$ cat src/rtl/counter_link_engine_pkg.sv
// counter_link_pkg: FSM states and host byte codes shared by the counter link engine.
package counter_link_pkg;
    typedef enum logic [1:0] {IDLE, SEND, WAIT_ACK, RELEASE} stateT;
    localparam logic [7:0] TAG1 = 8'h00, ACK1 = 8'h00, TAG2 = 8'h01, ACK2 = 8'h01;
    localparam logic [7:0] CMD_TRIG1 = 8'h02, CMD_TRIG2 = 8'h03;
    function automatic logic [7:0] chTag(input logic ch);
        return ch ? TAG2 : TAG1;
    endfunction
endpackage

$ cat src/rtl/counter_link_engine_if.sv
// counter_link_engine_if: host byte stream, tx towards the FIFO and rx strobes from the host.
interface counter_link_engine_if;
    logic [7:0] oTxData;
    logic       oTxValid;
    logic       iTxReady;
    logic [7:0] iRxData;
    logic       iRxValid;
    modport master (output oTxData, oTxValid, input iTxReady, iRxData, iRxValid);
    modport slave  (input oTxData, oTxValid, output iTxReady, iRxData, iRxValid);
endinterface

$ cat src/rtl/counter_link_engine_pulse_stretch.sv
// pulse_stretch: holds oPulse high for pPULSE_LEN cycles after iTrig; a retrigger restarts the count.
module pulse_stretch #(
    parameter int pPULSE_LEN = 4
) (
    input  logic iCLK,
    input  logic iRST_N,
    input  logic iTrig,
    output logic oPulse
);
    localparam int CW = $clog2(pPULSE_LEN + 1);
    logic [CW-1:0] cnt;
    always_ff @(posedge iCLK or negedge iRST_N)
        if (!iRST_N) cnt <= '0;
        else if (iTrig) cnt <= CW'(pPULSE_LEN);
        else if (cnt != '0) cnt <= cnt - CW'(1);
    assign oPulse = cnt != '0;
endmodule

$ cat src/rtl/counter_link_engine.sv
// counter_link_engine: serialises latched counter registers to the host as tag + MSB-first bytes,
// waits for the host ack and releases the register; also decodes host test-trigger commands.
module counter_link_engine
    import counter_link_pkg::*;
#(
    parameter int pWIDTH       = 40,
    parameter int pACK_TIMEOUT = 1000000,
    parameter int pPULSE_LEN   = 4
) (
    input  logic              iCLK,
    input  logic              iRST_N,
    input  logic [31:0]       i1COUNTER,
    input  logic [pWIDTH-33:0] i1COUNTERHi,
    input  logic              iRdy1,
    input  logic [31:0]       i2COUNTER,
    input  logic [pWIDTH-33:0] i2COUNTERHi,
    input  logic              iRdy2,
    output logic              oResetLatch1,
    output logic              oResetLatch2,
    output logic              oLatch1,
    output logic              oLatch2,
    counter_link_engine_if.master host,
    output logic              oBusy,
    output logic [7:0]        oBadCmd
);
    localparam int NBYTES = pWIDTH / 8;
    localparam int IW = $clog2(NBYTES + 1);
    localparam int TW = $clog2(pACK_TIMEOUT + 1);

    stateT state, nextState;
    logic rdyQ1, rdyQ2, ptr, ch, serve, serveCh, rdySel;
    logic accept, lastByte, ackOk, timeout, rxTrig1, rxTrig2, rxBad;
    logic [pWIDTH-1:0] shadow;
    logic [IW-1:0] idx;
    logic [TW-1:0] timer;

    // ptr names the preferred channel (0 = ch1); the other channel is served only when it is idle
    assign serve    = rdyQ1 | rdyQ2;
    assign serveCh  = (ptr ? rdyQ2 : rdyQ1) ? ptr : ~ptr;
    assign rdySel   = ch ? rdyQ2 : rdyQ1;
    assign accept   = state == SEND && host.iTxReady;
    assign lastByte = idx == IW'(NBYTES);
    assign ackOk    = state == WAIT_ACK && host.iRxValid && host.iRxData == chTag(ch);
    assign timeout  = timer == TW'(pACK_TIMEOUT - 1);
    assign rxTrig1  = host.iRxValid && host.iRxData == CMD_TRIG1;
    assign rxTrig2  = host.iRxValid && host.iRxData == CMD_TRIG2;
    assign rxBad    = host.iRxValid && (host.iRxData > CMD_TRIG2 || (host.iRxData <= ACK2 && !ackOk));

    always_ff @(posedge iCLK or negedge iRST_N)
        if (!iRST_N) state <= IDLE;
        else state <= nextState;

    always_comb begin
        nextState = state;
        case (state)
            IDLE:     if (serve) nextState = SEND;
            SEND:     if (accept && lastByte) nextState = WAIT_ACK;
            WAIT_ACK: if (ackOk) nextState = RELEASE; else if (timeout) nextState = SEND;
            RELEASE:  if (!rdySel) nextState = IDLE;
            default:  nextState = IDLE;
        endcase
    end

    always_ff @(posedge iCLK or negedge iRST_N)
        if (!iRST_N) begin
            rdyQ1   <= 1'b0;
            rdyQ2   <= 1'b0;
            ptr     <= 1'b0;
            ch      <= 1'b0;
            shadow  <= '0;
            idx     <= '0;
            timer   <= '0;
            oBadCmd <= '0;
        end else begin
            rdyQ1 <= iRdy1;
            rdyQ2 <= iRdy2;
            if (state == IDLE && serve) begin
                ch     <= serveCh;
                ptr    <= ~serveCh;
                shadow <= serveCh ? {i2COUNTERHi, i2COUNTER} : {i1COUNTERHi, i1COUNTER};
            end
            idx     <= state != SEND ? '0 : accept ? idx + IW'(1) : idx;
            timer   <= state == WAIT_ACK ? timer + TW'(1) : '0;
            oBadCmd <= rxBad && oBadCmd != 8'hFF ? oBadCmd + 8'd1 : oBadCmd;
        end

    always_comb begin
        host.oTxValid = state == SEND;
        host.oTxData  = state != SEND ? 8'h00 : idx == '0 ? chTag(ch) : 8'(shadow >> (8 * (NBYTES - int'(idx))));
        oResetLatch1  = state == RELEASE && !ch;
        oResetLatch2  = state == RELEASE && ch;
        oBusy         = state != IDLE;
    end

    pulse_stretch #(.pPULSE_LEN(pPULSE_LEN)) uPulse1 (.iCLK(iCLK), .iRST_N(iRST_N), .iTrig(rxTrig1), .oPulse(oLatch1));
    pulse_stretch #(.pPULSE_LEN(pPULSE_LEN)) uPulse2 (.iCLK(iCLK), .iRST_N(iRST_N), .iTrig(rxTrig2), .oPulse(oLatch2));
endmodule

$ cat src/flat_wrapper.sv
// flat-port wrapper written by rule: the top's interface ports become plain ports
module counter_link_engine_flat import counter_link_pkg::*;
#(
    parameter int pWIDTH       = 40,
    parameter int pACK_TIMEOUT = 1000000,
    parameter int pPULSE_LEN   = 4
)
  (iCLK, iRST_N, i1COUNTER, i1COUNTERHi, iRdy1, i2COUNTER, i2COUNTERHi, iRdy2, oResetLatch1, oResetLatch2, oLatch1, oLatch2, oBusy, oBadCmd, host_oTxData, host_oTxValid, host_iTxReady, host_iRxData, host_iRxValid);
  counter_link_engine_if host_i ();
  input  logic iCLK;
  input  logic iRST_N;
  input  logic [31:0] i1COUNTER;
  input  logic [pWIDTH-33:0] i1COUNTERHi;
  input  logic iRdy1;
  input  logic [31:0] i2COUNTER;
  input  logic [pWIDTH-33:0] i2COUNTERHi;
  input  logic iRdy2;
  output logic oResetLatch1;
  output logic oResetLatch2;
  output logic oLatch1;
  output logic oLatch2;
  output logic oBusy;
  output logic [7:0] oBadCmd;
  output wire logic [$bits(host_i.oTxData)-1:0] host_oTxData;
  output wire logic [$bits(host_i.oTxValid)-1:0] host_oTxValid;
  input wire logic [$bits(host_i.iTxReady)-1:0] host_iTxReady;
  input wire logic [$bits(host_i.iRxData)-1:0] host_iRxData;
  input wire logic [$bits(host_i.iRxValid)-1:0] host_iRxValid;
  assign host_oTxData = host_i.oTxData;
  assign host_oTxValid = host_i.oTxValid;
  assign host_i.iTxReady = host_iTxReady;
  assign host_i.iRxData = host_iRxData;
  assign host_i.iRxValid = host_iRxValid;
  counter_link_engine #(.pWIDTH(pWIDTH), .pACK_TIMEOUT(pACK_TIMEOUT), .pPULSE_LEN(pPULSE_LEN)) u_core (.iCLK(iCLK), .iRST_N(iRST_N), .i1COUNTER(i1COUNTER), .i1COUNTERHi(i1COUNTERHi), .iRdy1(iRdy1), .i2COUNTER(i2COUNTER), .i2COUNTERHi(i2COUNTERHi), .iRdy2(iRdy2), .oResetLatch1(oResetLatch1), .oResetLatch2(oResetLatch2), .oLatch1(oLatch1), .oLatch2(oLatch2), .host(host_i), .oBusy(oBusy), .oBadCmd(oBadCmd));
endmodule
$ cat config.mk
export PLATFORM = sky130hd
export DESIGN_NAME = counter_link_engine_flat
export DESIGN_NICKNAME = d
export VERILOG_FILES = /design/src/rtl/counter_link_engine_pkg.sv /design/src/rtl/counter_link_engine_if.sv /design/src/rtl/counter_link_engine_pulse_stretch.sv /design/src/rtl/counter_link_engine.sv /design/src/flat_wrapper.sv
export SDC_FILE = /design/constraint.sdc
export NUM_CORES = 1
export LEC_CHECK = 0
export BUFFER_PORTS_ARGS = -buffer_cell sky130_fd_sc_hd__buf_2
export CELL_PAD_IN_SITES_DETAIL_PLACEMENT = 1
export CELL_PAD_IN_SITES_GLOBAL_PLACEMENT = 1
export CORE_MARGIN = 2
export CORE_UTILIZATION = 38
export CTS_BUF_LIST = sky130_fd_sc_hd__clkbuf_4
export DETAILED_ROUTE_END_ITERATION = 7
export PLACE_DENSITY = 0.83
export SYNTH_ARGS = -nofsm -noshare
export SYNTH_HDL_FRONTEND = slang
export SYNTH_HIERARCHICAL = 1
export SYNTH_SLANG_ARGS = --single-unit
$ cat constraint.sdc
create_clock -name iCLK -period 2.04 [get_ports iCLK]
set_input_delay 0.204 -clock iCLK [delete_from_list [all_inputs] [get_ports iCLK]]
set_output_delay 0.204 -clock iCLK [all_outputs]
set_load 0.1 [all_outputs]
After elaboration in Yosys (flattened, before gate mapping)
Cells that the tools add are included.
- logic and storage cells: 81
- output and inout bits: 22
- input bits: 94
- bits in registers: 83
- mux-type cells: 20
- bitwise gates (word level): 3
- equality and inequality tests: 14
- reduce and logical (&&, ||, !) cells: 24
- add/sub/neg operators: 6
- $lt $le $gt $ge: 2
- shift-type cells: 1
- operator list (kind ; count):
    $mux W40 ; 1
    $shr A40 B32 Y8 ; 1
    $add A20 B1 Y20 const B ; 1
    $eq A20 B20 Y1 const B ; 1
    $mux W20 ; 1
    $mux W3 ; 6
    $eq A8 B2 Y1 const B ; 2
    $mux W8 ; 2
    $logic_and A1 B1 Y1 ; 12
    $mux W2 ; 5
    $add A8 B1 Y8 const B ; 1
    $eq A8 B1 Y1 ; 1
    $gt A8 B2 Y1 const B ; 1
    $le A8 B1 Y1 const B ; 1
    $ne A8 B8 Y1 const B ; 1
    $pmux W2 S4 ; 1
    $reduce_bool A2 Y1 ; 4
    $ne A2 B1 Y1 const B ; 3
    $reduce_bool A3 Y1 ; 2
    $sub A3 B1 Y3 const B ; 2
    $eq A2 B2 Y1 const B ; 2
    $mux W1 ; 4
    $reduce_and A4 Y1 ; 1
    $sub A3 B3 Y4 const A ; 1
    other kinds (11) ; 13

Depth between registers and ports, before layout
Gate-level depths: netlist of the first run.
- depth after elaboration: 8
- mapped depth: 7
- mapped depth without buffers: 6

Modules after synthesis
Netlist of the first run, hierarchy kept.
- modules (own cells, without submodules) (module ; seq. area each (µm²) ; times used ; cells each ; area each (µm²)):
    counter_link_engine ; 1926.8 ; 1 ; 391 ; 4028.9
    pulse_stretch ; 75.1 ; 2 ; 16 ; 177.7

Worst setup path before layout of the first run
OpenSTA, ideal clock, no wires.
- kind: reg2out
- start: reg u_core.idx[1]
- end: out host_oTxData[0]
- slack: -1.262 ns
- buffers on the path: 1
- data arrival time: 3.098 ns
- required time: 1.836 ns
- cell stages (with the launch flop): 8
- path through: dfrtp_1 clkbuf_1 inv_1 ha_1 clkinv_1 nor3_2 a22oi_1 o21ai_1
- longest elaborated chain between the ends: 4
- elaborated cells between the ends (all ways): 5
- classes of those cells: add/sub (1); shift (1); mux (2); reduce/logical (1)
- RTL lines (what ; RTL line ; RTL):
    from (decl) ; counter_link_engine.sv:34 ; logic [IW-1:0] idx;
    from (signal assigned) ; counter_link_engine.sv:82 ; idx <= state != SEND ? '0 : accept ? idx + IW'(1) : idx;
    $sub A3 B3 Y4 ; counter_link_engine.sv:89 ; host.oTxData = state != SEND ? 8'h00 : idx == '0 ? chTag(ch) : 8'(shadow >> (8 * (NBYTES - int'(idx))));
    $shr A40 B32 Y8 ; counter_link_engine.sv:89 ;
    $mux W8 * (2 in series) ; counter_link_engine.sv:89 ;
    to (decl) ; flat_wrapper.sv:24 ; output wire logic [$bits(host_i.oTxData)-1:0] host_oTxData;
Mark *: on every way between the ends. The rest lies on a longest branch, timed or not.

Worst setup path in the final report of the first run
- start: reg u_core.idx[1]
- end: out host_oTxData[1]
Same word-level chain as after synthesis.

==> results of run 1 <==
## worst register-to-register path: stages (launching register included)
cell	delay (ns)
dfrtp_2	0.42
ha_1	0.24
nand3_1	0.13
or2_2	0.35
o211ai_4	0.16
mux2_2	0.37
## flip-flops by register name, indices dropped and copies added, names as in the netlist
signal and flops:
u_core/ch 1, u_core/idx 3, u_core/oBadCmd 8, u_core/ptr 1, u_core/rdyQ1 1, u_core/rdyQ2 1, u_core/shadow 40, u_core/state 2
u_core/timer 20, u_core/uPulse1/cnt 3, u_core/uPulse2/cnt 3
## cell families after synthesis
logic type | share of synthesized area
compound gates | 0.09133
mux | 0.1575
fa+ha+maj | 0.02854
simple gates | 0.1681
buf+inv | 0.03082
xor+xnor | 0.04994
flops | 0.4737
## per-stage QoR
stage,hold WS (ns),cell area (µm²)
CTS,0.04464,5719
floorplan,-0.09159,4513
global placement,0.1851,5383
finish,0.06316,5725
global route,0.03477,5725
detailed placement,0.1924,5383
## power groups by stage
stage | Combinational [mW] | Clock [mW] | Sequential [mW]
2_1_floorplan | 3.56 | 0 | 3.07
3_3_place_gp | 5.21 | 0 | 2.68
3_5_place_dp | 5.41 | 0 | 2.73
4_1_cts | 5.89 | 0.884 | 2.70
5_1_grt | 6.30 | 0.960 | 2.79
6_report | 5.93 | 0.866 | 2.72
## final cells by class
class	count	area, µm²
fill	1263	5595
multi-input combinational	309	2325
sequential	83	2088
timing repair buffer	135	953.4
tap	143	178.9
clock buffer	9	67.56
inverter	13	63.81
clock inverter	7	48.80
## synth_stat cells (2+ instances only)
| master | n |
|---|---|
| o21ai_0 | 2 |
| clkbuf_1 | 5 |
| mux2i_1 | 42 |
| nand2_1 | 17 |
| nand3_1 | 10 |
| and3_1 | 6 |
| nor3_1 | 3 |
| dfrtp_1 | 83 |
| nand2b_1 | 2 |
| nor2b_1 | 3 |
| a22oi_1 | 8 |
| buf_2 | 12 |
| mux2_1 | 2 |
| xnor2_1 | 10 |
| ha_1 | 10 |
| a211oi_1 | 2 |
| mux4_2 | 8 |
| nor4_1 | 2 |
| a21oi_1 | 44 |
| nor3b_1 | 2 |
| nor2_1 | 84 |
| nand4_1 | 7 |
| inv_1 | 11 |
| and2b_1 | 2 |
| a211o_1 | 2 |
| xor2_1 | 15 |
| mux2_2 | 4 |
| nand2b_4 | 2 |
## repair_timing
action,CTS,global route
endpoints found under the hold margin,36,0
hold buffers,3,0
resized for setup,22,2
setup endpoints to repair,8,9
cloned,1,0
buffers inserted,9,0
pin swaps,11,3
## path summary, 6_finish.rpt
check / depth (start not counted) / to
setup / recovery: 9 / host_oTxData[1]
max in group asynchronous: 3 / u_core/state[1]$_DFFE_PN0P_
min in group asynchronous: 2 / u_core/timer[17]$_DFF_PN0_
hold reg to reg: 1 / u_core/oBadCmd[0]$_DFFE_PN0P_
hold / removal: 3 / u_core/shadow[23]$_DFFE_PN0P_
setup reg to reg: 5 / u_core/oBadCmd[1]$_DFFE_PN0P_
## cells in the final DEF (no fill, tap or decap), types with 3 or more instances in the layout
cell and n:
dlygate4sd3_1 3, clkbuf_4 9, dfrtp_2 9, mux2_2 4, nand3_1 10, xnor2_1 10, nand2_1 17, mux4_2 8
nor2_4 8, inv_1 9, a22oi_2 8, buf_4 8, nand4_1 7, buf_2 106, xor2_1 15, buf_12 13
and3_1 6, buf_6 4, ha_1 8, dfrtp_1 74, inv_6 3, a21oi_1 44, nor2_1 77, mux2i_1 42
## per-layer routing
layer / global-route usage / vias up / wire [µm]
met5: 0 / - / 0
met4: 0.07572 / 0 / 383
met3: 0.03430 / 24 / 435
met2: 0.3711 / 104 / 6387
met1: 0.2496 / 1743 / 4986
li1: - / 1736 / -
==> impl_metrics.json, run 1 <==
{
  "status": "finished, violations left",
  "failed_checks": "negative setup slack",
  "cp_data_required_time_ns": 1.84,
  "initialDrtViolationCount": 112,
  "hold_path_class": "primary input to register",
  "power.share.sequential": 0.285,
  "hold_path.startpoint": "i2COUNTER[23]",
  "grt.total_usage": 0.2064,
  "yosys.area.top_type": "dfrtp_1",
  "pwr-share-clk": 0.091,
  "synth_ff_type": "dfrtp_1",
  "cp-startpoint": "u_core/idx[1]$_DFFE_PN0P_",
  "swShare": 0.5025,
  "post-place-cells": 670,
  "core_um2": 11320,
  "worstMarginPinSlew_ns": 0.5223,
  "cts_made_buffers": 9,
  "skew_ns": 0.02584,
  "fin_util": 0.5057,
  "syn_nets": 527,
  "clock_latency_ns": 0.43,
  "die_width_um": 111.4,
  "combPwrFrac": 0.624,
  "tns_ns": -2.219,
  "grt_overflow_total": 0,
  "syn_inst": 423,
  "critPathSlowestCell": "dfrtp_1",
  "htreeDepth": 3,
  "worst_slack_ns": -0.3055,
  "dieArea_um2": 12410,
  "instances_no_fill": 699,
  "critical_path.max_stage_delay_ns": 0.41,
  "syn_to_final_growth_pct": 30.59,
  "ys_ff_latch": 83,
  "route.detailed.drc": 0,
  "clkSinkCount": 83,
  "grt_pass1_wl_um": 20410,
  "initial_utilization": 0.3873,
  "crit_path_frequent_cell": "buf_6",
  "pin_count": 116,
  "switchingPower_mw": 4.779,
  "synth_edf_count": 0,
  "syn_area_um2": 4384,
  "p_int_mw": 4.731,
  "dr.pass1.iters": 4,
  "critPathLaunchType": "register",
  "dpl.hpwl_um": 8775,
  "cp_cell_sequence": "inv_4, buf_6, ha_4, clkinv_8, nor3_4, buf_6, a22oi_2, nor2_4, buf_12",
  "arrival_ns": 2.14,
  "grt_max_degree": 81,
  "reg2reg_from": "u_core/oBadCmd[0]$_DFFE_PN0P_",
  "yosys.area.top_type_share": 0.4737,
  "r2r_slack_ns": 0.28,
  "wl_per_cell_um": 17.44,
  "power_mw": 9.511,
  "leakagePower_nw": 2.583,
  "clk_pin_slew_worst_paths_ns": 0.15,
  "clk_path_buf_depth": 2,
  "synthArstFlopShare": 1.000,
  "rsz0062_at_grt": "yes",
  "grt_pass1_vias": 4044,
  "drt_wl_total_um": 12190,
  "path_delay_family": "buffers and inverters",
  "syn_avg_cell_area_um2": 10.36,
  "netlist_top_cells_area": "dfrtp_1 (47%), mux2i_1 (9.6%), nor2_1 (7.2%), a21oi_1 (5.0%), mux4_2 (4.1%)",
  "p_per_area_nw_per_um2": 1661,
  "min_period_ns": 2.346,
  "placement_rows": 39,
  "finalSetupViolCount": 8,
  "drv_cap": 0,
  "fmax_mhz": 426.3,
  "drive_gt1_frac": 0.3651,
  "pre_cts_ws_ns": 0.08293,
  "peakVddDrop_mv": 0.8762,
  "diodes": 0,
  "io_buffers": 115,
  "die_y_um": 111.4,
  "cts_root_buf": "clkbuf_4",
  "cp-end-kind": "output port",
  "antenna_found_initial": 0,
  "path_buf_inv": 5,
  "slew_violations": 0,
  "hold_viol": 0,
  "critPathKind": "register to output port",
  "seq_area_frac_synth": 0.4737,
  "cts_tree": "built",
  "final_nets": 655,
  "min_period_over_period": 1.150,
  "synth_cell_types": 51,
  "slew_headroom": 0.6542,
  "antenna_left": 0,
  "crit_fanout": 5,
  "gp_congestion": 0.7746,
  "via_count": 3607,
  "via_per_inst": 5.160,
  "yosys_warnings": 6
}
Power figures use the tool's default switching activity.
==> run 2: changes to the inputs <==
--- a/config.mk
+++ b/config.mk
@@ -5,14 +5,15 @@
 export SDC_FILE = /design/constraint.sdc
 export NUM_CORES = 1
 export LEC_CHECK = 0
+export ABC_AREA = 1
 export BUFFER_PORTS_ARGS = -buffer_cell sky130_fd_sc_hd__buf_2
 export CELL_PAD_IN_SITES_DETAIL_PLACEMENT = 1
 export CELL_PAD_IN_SITES_GLOBAL_PLACEMENT = 1
 export CORE_MARGIN = 2
-export CORE_UTILIZATION = 38
+export CORE_UTILIZATION = 36
 export CTS_BUF_LIST = sky130_fd_sc_hd__clkbuf_4
 export DETAILED_ROUTE_END_ITERATION = 7
-export PLACE_DENSITY = 0.83
+export PLACE_DENSITY = 0.82
 export SYNTH_ARGS = -nofsm -noshare
 export SYNTH_HDL_FRONTEND = slang
 export SYNTH_HIERARCHICAL = 1
==> run 2 against run 1 <==
The run still ends with negative setup slack left. Register-to-register slack better by 0.15 ns. Flip-flop and latch count unchanged. Setup slack better by 0.093 ns. Cell count up 45%. Fmax up 4.1%. Power down 14%. Design area up 22%. Hold slack better by 0.020 ns. First-iteration DRC count up 130%. Global-route usage up 5.6 points. Combinational power down 22%. Wire length up 54%. Critical endpoint is now host_oTxData[5]. Highest routed layer unchanged.
==> impl_metrics.json, run 2 <==
{
  "status": "finished, violations left",
  "failed_checks": "negative setup slack",
  "switchingPower_mw": 4.271,
  "crit_fanout": 7,
  "htreeDepth": 3,
  "placement_rows": 42,
  "pin_count": 116,
  "reg2reg_to": "u_core/shadow[24]$_DFFE_PN0P_",
  "synth_edf_count": 0,
  "route.detailed.drc": 0,
  "r2r_slack_ns": 0.43,
  "netlist_top_cells_area": "dfrtp_1 (42%), nand3_1 (12%), nand2_1 (11%), nand4_1 (5.8%), nor2_1 (4.1%)",
  "core_um2": 13240,
  "final_nets": 934,
  "syn_inst": 631,
  "clk_path_buf_depth": 2,
  "p_per_area_nw_per_um2": 1171,
  "antenna_found_initial": 1,
  "clock_latency_ns": 0.48,
  "syn_area_um2": 4895,
  "p_int_mw": 3.934,
  "swShare": 0.5205,
  "clkSinkCount": 83,
  "syn_to_final_growth_pct": 43.15,
  "cp_data_required_time_ns": 1.84,
  "drive_gt1_frac": 0.2635,
  "via_per_inst": 5.387,
  "drt_wl_total_um": 18780,
  "top_register": "u_core/shadow",
  "tns_ns": -1.528,
  "yosysMostFrequentCell": "nand2_1",
  "grt_max_degree": 61,
  "initial_utilization": 0.3696,
  "rsz0062_at_grt": "yes",
  "seq_area_frac_synth": 0.4243,
  "critPathKind": "register to output port",
  "via_count": 5452,
  "gp_congestion": 0.9013,
  "ys_ff_latch": 83,
  "syn_avg_cell_area_um2": 7.757,
  "combPwrFrac": 0.560,
  "whs_ns": 0.08266,
  "power.share.sequential": 0.334,
  "top_regs": "u_core/shadow x40, u_core/timer x20, u_core/oBadCmd x8",
  "slew_headroom": 0.5585,
  "cp-end-kind": "output port",
  "fmax_mhz": 443.9,
  "grt_overflow_total": 0,
  "yosys.area.top_type_share": 0.4243,
  "finalSetupViolCount": 8,
  "grt_pass1_wl_um": 29870,
  "hold_path_class": "primary input to register",
  "reg2reg_from": "u_core/state[0]$_DFFE_PN0P_",
  "die_y_um": 120.6,
  "drv_cap": 0,
  "ys_top_cells_by_count": "nand2_1 (138), nand3_1 (113), dfrtp_1 (83)",
  "clk_pin_slew_worst_paths_ns": 0.14,
  "skew_ns": 0.01534,
  "leakagePower_nw": 3.242,
  "dpl.hpwl_um": 11610,
  "pwr-share-clk": 0.105,
  "min_period_ns": 2.253,
  "die_width_um": 120.6,
  "hold_path.startpoint": "host_iRxData[0]",
  "arrival_ns": 2.05,
  "largest_reg_flops": 40,
  "initialDrtViolationCount": 257,
  "yosys.area.top_type": "dfrtp_1",
  "cts_made_buffers": 9,
  "final_cell_mix": "nand2_1 (135), nand3_1 (106), buf_2 (102)",
  "grt.total_usage": 0.2625,
  "worst_slack_ns": -0.2127,
  "syn_nets": 735,
  "cts_tree": "built",
  "fill_cells": 1640,
  "dieArea_um2": 14550,
  "r2r_cells": 7,
  "endpoint": "host_oTxData[5]",
  "grt_pass1_vias": 5951,
  "worstMarginPinSlew_ns": 0.6623,
  "slew_violations": 0,
  "cts_root_buf": "clkbuf_4",
  "hold_viol": 0,
  "min_period_over_period": 1.104,
  "yosys_warnings": 6,
  "synth_ff_type": "dfrtp_1",
  "critPathLaunchType": "register",
  "peakVddDrop_mv": 1.057,
  "whs_path_depth": 4,
  "cp-startpoint": "u_core/idx[1]$_DFFE_PN0P_",
  "io_buffers": 115,
  "synth_cell_types": 35,
  "dr.pass1.iters": 4,
  "synthArstFlopShare": 1.000,
  "layout_commonest_cell": "nand2_1",
  "wl_per_cell_um": 18.56,
  "antenna_left": 0
}
run 2: cell types whose count changed in the layout (fill, tap and decap cells not counted), moves of 8 or more:
cell and delta:
mux4_2 -8, nand3_1 +96, nor2_1 -26, xor2_1 -15, o21ai_0 +21, inv_1 +28
mux2i_1 -42, a21oi_1 -24, nand2_1 +118, nand3_2 +9, nand4_1 +38, nand2_2 +9
a22oi_2 -8, dlygate4sd3_1 +81
run 2: kinds of logic after synthesis:
family,count (synthesis),share of synthesized area
XOR/XNOR,6,0.01074
flip-flops,83,0.4243
adder cells (fa/ha/maj),10,0.02556
AND/OR/NAND/NOR,385,0.3852
AO/OA/AOI/OAI,62,0.07081
buffers and inverters,85,0.08333
run 2: area by class of cell:
| type | count | area, µm² | area share |
|---|---|---|---|
| flip-flops and latches | 83 | 2081 | 0.2970 |
| repair buffers | 221 | 1810 | 0.2584 |
| diodes | 1 | 2.502 | 0.0003571 |
| well taps | 176 | 220.2 | 0.03143 |
| clock inverters | 5 | 30.03 | 0.004286 |
| multi-input cells | 463 | 2546 | 0.3634 |
| clock buffers | 11 | 82.58 | 0.01179 |
| inverters | 52 | 234.0 | 0.03339 |
run 2: metrics by stage:
| step | setup WS, ns | instances | util | instance area (µm²) | power, mW |
|---|---|---|---|---|---|
| 4_1_cts | -0.2337 | 1005 | 0.5169 | 6845 | 7.908 |
| 2_1_floorplan | -0.04744 | 631 | - | 4951 | 5.737 |
| 3_3_place_gp | 0.2010 | 903 | 0.4373 | 5791 | 6.632 |
| 3_5_place_dp | 0.09737 | 903 | 0.4373 | 5791 | 6.785 |
| 6_report | -0.2127 | 1012 | 0.5291 | 7007 | 8.205 |
| 5_1_grt | -0.3089 | 1012 | 0.5291 | 7007 | 8.723 |
run 2: critical path, stage by stage (launching register included):
cell and delay (ns):
dfrtp_1 0.42, inv_2 0.06, buf_6 0.13, ha_4 0.16, nand2_4 0.06, nand2_2 0.06, nor2_4 0.24, nand3_2 0.16
clkinvlp_4 0.12, buf_12 0.17
run 2: routing by layer:
| metal | vias to the layer above | track usage | routed length (µm) |
|---|---|---|---|
| li1 | 2542 | - | - |
| met1 | 2680 | 0.2931 | 7194 |
| met2 | 180 | 0.4718 | 9936 |
| met3 | 50 | 0.05991 | 935 |
| met4 | 0 | 0.1214 | 715 |
| met5 | - | 0 | 0 |
run 2: worst min path at each step:
stage                                   endpoint  slack [ns]
2_1_floorplan              u_core/ch$_DFFE_PN0P_       -0.09
3_3_place_gp       u_core/shadow[34]$_DFFE_PN0P_        0.26
3_5_place_dp       u_core/shadow[34]$_DFFE_PN0P_        0.28
4_1_cts            u_core/shadow[15]$_DFFE_PN0P_       0.009
5_1_grt        u_core/uPulse1/cnt[2]$_DFFE_PN0P_        0.08
6_report       u_core/uPulse1/cnt[2]$_DFFE_PN0P_        0.08
run 2: power by group through the flow:
stage               clock (mW)  sequential (mW)  combinational [mW]
floorplan                    0             2.94                2.79
global placement             0             2.74                3.89
detailed placement           0             2.76                4.02
CTS                      0.910             2.72                4.28
global route             0.965             2.79                4.97
finish                   0.863             2.74                4.60
run 2: repair_timing:
action                                  4_1_cts  5_1_grt
pin swaps                                     6        9
endpoints found under the setup margin        9       11
gates resized for setup                      20       22
setup buffers                                 3        3
cloned                                        0        2
hold buffers                                 83        1
hold endpoints to repair                     91        1
